--- config.mk ---
export PLATFORM = sky130hd
export DESIGN_NAME = i2c_slave
export DESIGN_NICKNAME = d
export VERILOG_FILES = /design/src/rtl/i2c_slave.sv
export SDC_FILE = /design/constraint.sdc
export NUM_CORES = 1
export LEC_CHECK = 0
export ABC_AREA = 1
export CORE_ASPECT_RATIO = 0.5
export CORE_MARGIN = 2
export CORE_UTILIZATION = 45
export CTS_CLUSTER_SIZE = 30
export DETAILED_ROUTE_END_ITERATION = 8
export HOLD_SLACK_MARGIN = 0.1
export MAX_ROUTING_LAYER = met4
export PLACE_DENSITY = 0.79
export SYNTH_ARGS = -nofsm -noshare
export SYNTH_HDL_FRONTEND = slang
export SYNTH_SLANG_ARGS = --single-unit
--- constraint.sdc ---
create_clock -name clk -period 2.6 [get_ports clk]
set_input_delay 0.26 -clock clk [delete_from_list [all_inputs] [get_ports clk]]
set_output_delay 0.26 -clock clk [all_outputs]
set_load 0.01 [all_outputs]
--- src/rtl/i2c_slave.sv ---
`default_nettype none
// ============================================================================
// Module      : i2c_slave
// Description : I2C target endpoint. Oversamples SCL/SDA on the system clock,
//               detects START/STOP, matches a fixed 7-bit address, returns
//               written bytes to the fabric and sources read bytes from it.
//               SDA is an open-drain request (sda_oe=1 pulls low). No clock
//               stretching; SCL is observed only.
// Revision    : 1.0 - initial release
// ============================================================================
module i2c_slave #(
    parameter logic [6:0] SLAVE_ADDR = 7'h42,
    parameter int         CLK_FREQ   = 100_000_000,
    parameter int         I2C_FREQ   = 400_000
) (
    input  logic       clk,
    input  logic       rst,
    input  logic       scl_i,
    input  logic       sda_i,
    output logic       sda_oe,
    output logic [7:0] rx_data,
    output logic       rx_valid,
    input  logic [7:0] tx_data,
    output logic       tx_load,
    output logic       busy
);

    // Oversampling needs enough system clocks per SCL phase to see both edges.
    if (CLK_FREQ < 20 * I2C_FREQ) begin : g_freq_check
        $error("i2c_slave: CLK_FREQ must be at least 20x I2C_FREQ");
    end

    localparam logic [2:0] S_IDLE      = 3'd0;
    localparam logic [2:0] S_ADDR      = 3'd1;
    localparam logic [2:0] S_ADDR_ACK  = 3'd2;
    localparam logic [2:0] S_WRITE     = 3'd3;
    localparam logic [2:0] S_WRITE_ACK = 3'd4;
    localparam logic [2:0] S_READ      = 3'd5;
    localparam logic [2:0] S_READ_ACK  = 3'd6;
    localparam logic [2:0] S_IGNORE    = 3'd7;

    // General call (address 0) is never acknowledged.
    localparam logic c_addr_valid = (SLAVE_ADDR != 7'h00);

    logic       r_scl_s1, r_scl_s2, r_scl_h;
    logic       r_sda_s1, r_sda_s2, r_sda_h;
    logic [2:0] r_state;
    logic [2:0] r_bit_cnt;
    // Seven bits suffice: the eighth bit is always taken straight from the bus
    // (receive) or straight from tx_data (transmit MSB).
    logic [6:0] r_shift;
    logic       r_rw;
    logic       r_ack_on;
    logic       r_sda_oe;
    logic [7:0] r_rx_data;
    logic       r_rx_valid;
    logic       r_tx_load;

    logic w_scl_rise, w_scl_fall, w_start, w_stop;

    assign w_scl_rise = r_scl_s2 & ~r_scl_h;
    assign w_scl_fall = ~r_scl_s2 & r_scl_h;
    assign w_start    = r_scl_s2 & r_sda_h & ~r_sda_s2;
    assign w_stop     = r_scl_s2 & ~r_sda_h & r_sda_s2;

    assign sda_oe   = r_sda_oe;
    assign rx_data  = r_rx_data;
    assign rx_valid = r_rx_valid;
    assign tx_load  = r_tx_load;
    assign busy     = (r_state != S_IDLE);

    // Two-flop synchronisers plus one history flop per pin; idle bus is high.
    always_ff @(posedge clk) begin
        if (rst) begin
            {r_scl_s1, r_scl_s2, r_scl_h} <= 3'b111;
            {r_sda_s1, r_sda_s2, r_sda_h} <= 3'b111;
        end else begin
            r_scl_s1 <= scl_i;
            r_scl_s2 <= r_scl_s1;
            r_scl_h  <= r_scl_s2;
            r_sda_s1 <= sda_i;
            r_sda_s2 <= r_sda_s1;
            r_sda_h  <= r_sda_s2;
        end
    end

    // Protocol state machine; START/STOP override any SCL edge in the same cycle.
    always_ff @(posedge clk) begin
        if (rst) begin
            r_state    <= S_IDLE;
            r_bit_cnt  <= 3'd0;
            r_shift    <= 7'd0;
            r_rw       <= 1'b0;
            r_ack_on   <= 1'b0;
            r_sda_oe   <= 1'b0;
            r_rx_data  <= 8'h00;
            r_rx_valid <= 1'b0;
            r_tx_load  <= 1'b0;
        end else begin
            r_rx_valid <= 1'b0;
            r_tx_load  <= 1'b0;
            if (w_start) begin
                r_state   <= S_ADDR;
                r_bit_cnt <= 3'd0;
                r_ack_on  <= 1'b0;
                r_sda_oe  <= 1'b0;
            end else if (w_stop) begin
                r_state   <= S_IDLE;
                r_bit_cnt <= 3'd0;
                r_ack_on  <= 1'b0;
                r_sda_oe  <= 1'b0;
            end else begin
                case (r_state)
                    S_ADDR: begin
                        if (w_scl_rise) begin
                            r_shift   <= {r_shift[5:0], r_sda_s2};
                            r_bit_cnt <= r_bit_cnt + 3'd1;
                            if (r_bit_cnt == 3'd7) begin
                                r_rw     <= r_sda_s2;
                                r_ack_on <= 1'b0;
                                if (c_addr_valid && (r_shift == SLAVE_ADDR)) begin
                                    r_state <= S_ADDR_ACK;
                                end else begin
                                    r_state <= S_IGNORE;
                                end
                            end
                        end
                    end
                    S_ADDR_ACK: begin
                        if (w_scl_fall) begin
                            if (!r_ack_on) begin
                                r_sda_oe <= 1'b1;
                                r_ack_on <= 1'b1;
                            end else begin
                                r_ack_on  <= 1'b0;
                                r_bit_cnt <= 3'd0;
                                if (r_rw) begin
                                    r_shift   <= tx_data[6:0];
                                    r_tx_load <= 1'b1;
                                    r_sda_oe  <= ~tx_data[7];
                                    r_state   <= S_READ;
                                end else begin
                                    r_sda_oe <= 1'b0;
                                    r_state  <= S_WRITE;
                                end
                            end
                        end
                    end
                    S_WRITE: begin
                        if (w_scl_rise) begin
                            r_shift   <= {r_shift[5:0], r_sda_s2};
                            r_bit_cnt <= r_bit_cnt + 3'd1;
                            if (r_bit_cnt == 3'd7) begin
                                r_rx_data  <= {r_shift, r_sda_s2};
                                r_rx_valid <= 1'b1;
                                r_ack_on   <= 1'b0;
                                r_state    <= S_WRITE_ACK;
                            end
                        end
                    end
                    S_WRITE_ACK: begin
                        if (w_scl_fall) begin
                            if (!r_ack_on) begin
                                r_sda_oe <= 1'b1;
                                r_ack_on <= 1'b1;
                            end else begin
                                r_sda_oe <= 1'b0;
                                r_ack_on <= 1'b0;
                                r_state  <= S_WRITE;
                            end
                        end
                    end
                    S_READ: begin
                        // bit_cnt wraps to 0 on the 8th rise, marking the last fall.
                        if (w_scl_rise) begin
                            r_bit_cnt <= r_bit_cnt + 3'd1;
                        end else if (w_scl_fall) begin
                            if (r_bit_cnt == 3'd0) begin
                                r_sda_oe <= 1'b0;
                                r_ack_on <= 1'b0;
                                r_state  <= S_READ_ACK;
                            end else begin
                                r_sda_oe <= ~r_shift[6];
                                r_shift  <= {r_shift[5:0], 1'b0};
                            end
                        end
                    end
                    S_READ_ACK: begin
                        if (w_scl_rise) begin
                            if (r_sda_s2) begin
                                r_state <= S_IGNORE;
                            end else begin
                                r_ack_on <= 1'b1;
                            end
                        end else if (w_scl_fall && r_ack_on) begin
                            r_ack_on  <= 1'b0;
                            r_bit_cnt <= 3'd0;
                            r_shift   <= tx_data[6:0];
                            r_tx_load <= 1'b1;
                            r_sda_oe  <= ~tx_data[7];
                            r_state   <= S_READ;
                        end
                    end
                    S_IDLE, S_IGNORE: begin
                        r_sda_oe <= 1'b0;
                    end
                    default: begin
                        r_state  <= S_IDLE;
                        r_sda_oe <= 1'b0;
                    end
                endcase
            end
        end
    end

endmodule
`default_nettype wire

==> flow_metrics.tcl <==
set metrics [dict create \
    seq_power_share 0.321 \
    clock_power_share 0.225 \
    finClkSkew_ns 0.00614 \
    root_buffer "clkbuf_8" \
    cts.sinks 32 \
    yosys-top-cells-area "dfxtp_1, nand2_1, nor2_1" \
    antenna_found_initial 0 \
    rsz0062_at_grt "false" \
    drcViolationCount 0 \
    min-delay-start "r_scl_s1" \
    async_flop_share 0 \
    hold_end "r_scl_s2" \
    final_cells 347 \
    die-width_um 92.8 \
    cp_cell_sequence "inv_1, nand3_1, clkdlybuf4s50_1" \
    crit_path_end_kind "primary output" \
    slowest_delay_ns 0.54 \
    r2r-start "r_sda_s2" \
    drive_gt1_frac 0.106 \
    p_switching_uw 898 \
    final.period_utilization 0.725 \
    tns_ns 0 \
    syn_nets 283 \
    min_path_type "reg2reg" \
    post_cts_buffers 0 \
    synth_top_area_share 0.361 \
    syn_area_per_cell_um2 6.62 \
    maxCapViolCount 0 \
    dp_hpwl_um 3200 \
    cts_max_level 2 \
    period_needed_ns 1.88 \
    layout_setup_ws_ns 0.716 \
    io_buffers 23 \
    cellPowerDensity_nw_per_um2 991 \
    slew_headroom 0.673 \
    critPathRequiredTime_ns 2.34 \
    max_freq_mhz 531 \
    hold_viol_final 0 \
    yosysSeqAreaShare 0.361 \
    switching_share 0.423 \
    drt-wirelength-per-cell_um 12.0 \
    clk_path_buf_depth 2 \
    vias_per_cell 5.05 \
    place_congestion 0.980 \
    insertion_delay_ns 0.29 \
    finalPower_mw 2.12 \
    grt_pass1_wl_um 7230 \
    grt_pass1_vias 1617 \
    ys_types 28 \
    grt_use_total 0.209 \
    wirelength_um 4170 \
    crit_slowest_cell "clkdlybuf4s50_1" \
    vias 1751 \
    dr.pass1.iters 5 \
    synth_edf_count 0 \
    numCtsBuffers 5 \
    final_antenna_net_count 0 \
    nets 307 \
    io_pins 24 \
    path_clk_slew_ns 0.07 \
    cts_tree "done" \
    critPathLaunchType "flop" \
    drt_iter0_drc 148 \
    leakage_nw 0.991 \
    worstMarginPinSlew_ns 0.490 \
    grt_start_max_net_pins 20 \
    area_delta_synth_final_pct 20.6 \
    initial_core_util 0.462 \
    die_h_um 48.4 \
    arrival_ns 1.62 \
    netlist_area_um2 1780 \
    syn_inst 268 \
    intPower_mw 1.22 \
    timing.rr.end "rx_data[7]" \
    pre_cts_slack_ns 0.763 \
    ir_drop_mv 0.439 \
    rows 16 \
    diodes 0 \
    r2r_cells 7 \
    crit_fanout 10 \
    globalRouteOverflowTotal 0 \
    hold_buffers 0 \
    status "complete, no violations" \
    final_max_slew_viol_count 0 \
    coreArea_um2 3840 \
    cts_resized 0 \
    p_comb_frac 0.454 \
    synth_top_cell_by_area "dfxtp_1" \
    critical_path_class "reg2out" \
    synth-warning-count 0 \
    synth-seq-cells 32 \
    synth_flop_cell "dfxtp_1" \
    setup_violations 0 \
    min_path_cells 1 \
    r2r_setup_slack_ns 0.75 \
    dp_cells 339 \
    die_area_um2 4490 \
]
==> metrics by stage <==
stage | area (um^2) | hold WS, ns | util
final | 2140 | 0.409 | 0.557
after global routing | 2140 | 0.424 | 0.557
after global placement | 2030 | 0.391 | 0.528
after floorplan | 1780 | 0.364 | -
after detailed placement | 2030 | 0.395 | 0.528
after CTS | 2140 | 0.411 | 0.557
==> worst max-delay path: cells and delay by family, from the launching register on <==
family	cells	cell delay [ns]
AND/OR/NAND/NOR	1	0.14
flip-flops	1	0.51
buffers and inverters	2	0.69
==> power by group through the flow <==
stage / Sequential, mW / Clock (mW) / Combinational, mW
6_report: 0.682 / 0.477 / 0.963
5_1_grt: 0.693 / 0.510 / 1.11
4_1_cts: 0.680 / 0.488 / 0.956
3_5_place_dp: 0.690 / 0 / 0.947
3_3_place_gp: 0.689 / 0 / 0.932
2_1_floorplan: 0.645 / 0 / 0.794
==> worst max path at each step <==
stage,end,startpoint,cells after the start
after floorplan,rx_data[6],r_bit_cnt[0],8
after global placement,rx_data[2],r_sda_s2,7
after detailed placement,rx_data[2],r_sda_s2,7
after CTS,busy,r_state[1],3
after global routing,rx_data[7],r_sda_s2,7
final,busy,r_state[1],3
==> cell type report <==
| class | count | area [um^2] |
|---|---|---|
| Fill cell | 375 | 1700 |
| Multi-Input combinational cell | 191 | 943 |
| Sequential cell | 32 | 641 |
| Timing Repair Buffer | 23 | 230 |
| Inverter | 39 | 149 |
| Clock buffer | 5 | 68.8 |
| Tap cell | 54 | 67.6 |
| Clock inverter | 3 | 42.5 |
==> sequential cells by signal (all words and copies together), names as in the netlist <==
name / flops
rx_data: 8
r_shift: 7
r_bit_cnt: 3
r_state: 3
r_ack_on: 1
r_rw: 1
r_scl_h: 1
r_scl_s1: 1
r_scl_s2: 1
r_sda_h: 1
r_sda_s1: 1
r_sda_s2: 1
rx_valid: 1
sda_oe: 1
tx_load: 1
==> Yosys cell counts (2+ instances only) <==
| library cell | instances |
|---|---|
| mux2_2 | 6 |
| o21ai_0 | 17 |
| nand2_1 | 61 |
| ha_1 | 3 |
| buf_4 | 3 |
| a21oi_1 | 14 |
| nor2_1 | 46 |
| nand2_4 | 2 |
| nor3_1 | 7 |
| nor2_2 | 2 |
| or2_2 | 4 |
| dfxtp_1 | 32 |
| inv_1 | 35 |
| nand3_1 | 20 |
| inv_2 | 3 |
==> cells by family (layout without fill, tap and decap cells) <==
| family | count (synthesis) | after routing | share of synthesized area |
|---|---|---|---|
| simple gates | 148 | 148 | 0.371 |
| mux | 6 | 6 | 0.0381 |
| flops | 32 | 32 | 0.361 |
| compound gates | 34 | 34 | 0.101 |
| buf+inv | 45 | 70 | 0.108 |
| fa+ha+maj | 3 | 3 | 0.0211 |
==> cell usage in the layout (no fill, tap or decap), drive strengths merged <==
master / synthesis / routed
clkbuf: 1 / 5
a21oi: 14 / 14
nor2: 48 / 48
o211ai: 1 / 1
nor3: 7 / 7
dfxtp: 32 / 32
nor4: 1 / 1
o21ai: 18 / 18
or2: 4 / 4
ha: 3 / 3
nand4: 3 / 3
mux2: 6 / 6
clkdlybuf4s50: 0 / 23
bufinv: 0 / 1
nand3: 21 / 21
inv: 39 / 39
clkinvlp: 0 / 1
clkinv: 0 / 1
nand2: 64 / 64
a21boi: 1 / 1
==> per-layer routing <==
| metal | vias up | GRT usage | part of all wire |
|---|---|---|---|
| li1 | 889 | - | - |
| met1 | 785 | 0.261 | 0.45 |
| met2 | 68 | 0.333 | 0.46 |
| met3 | 9 | 0.0592 | 0.075 |
| met4 | 0 | 0.0613 | 0.014 |
| met5 | - | - | 0 |
Power figures use the tool's default switching activity.
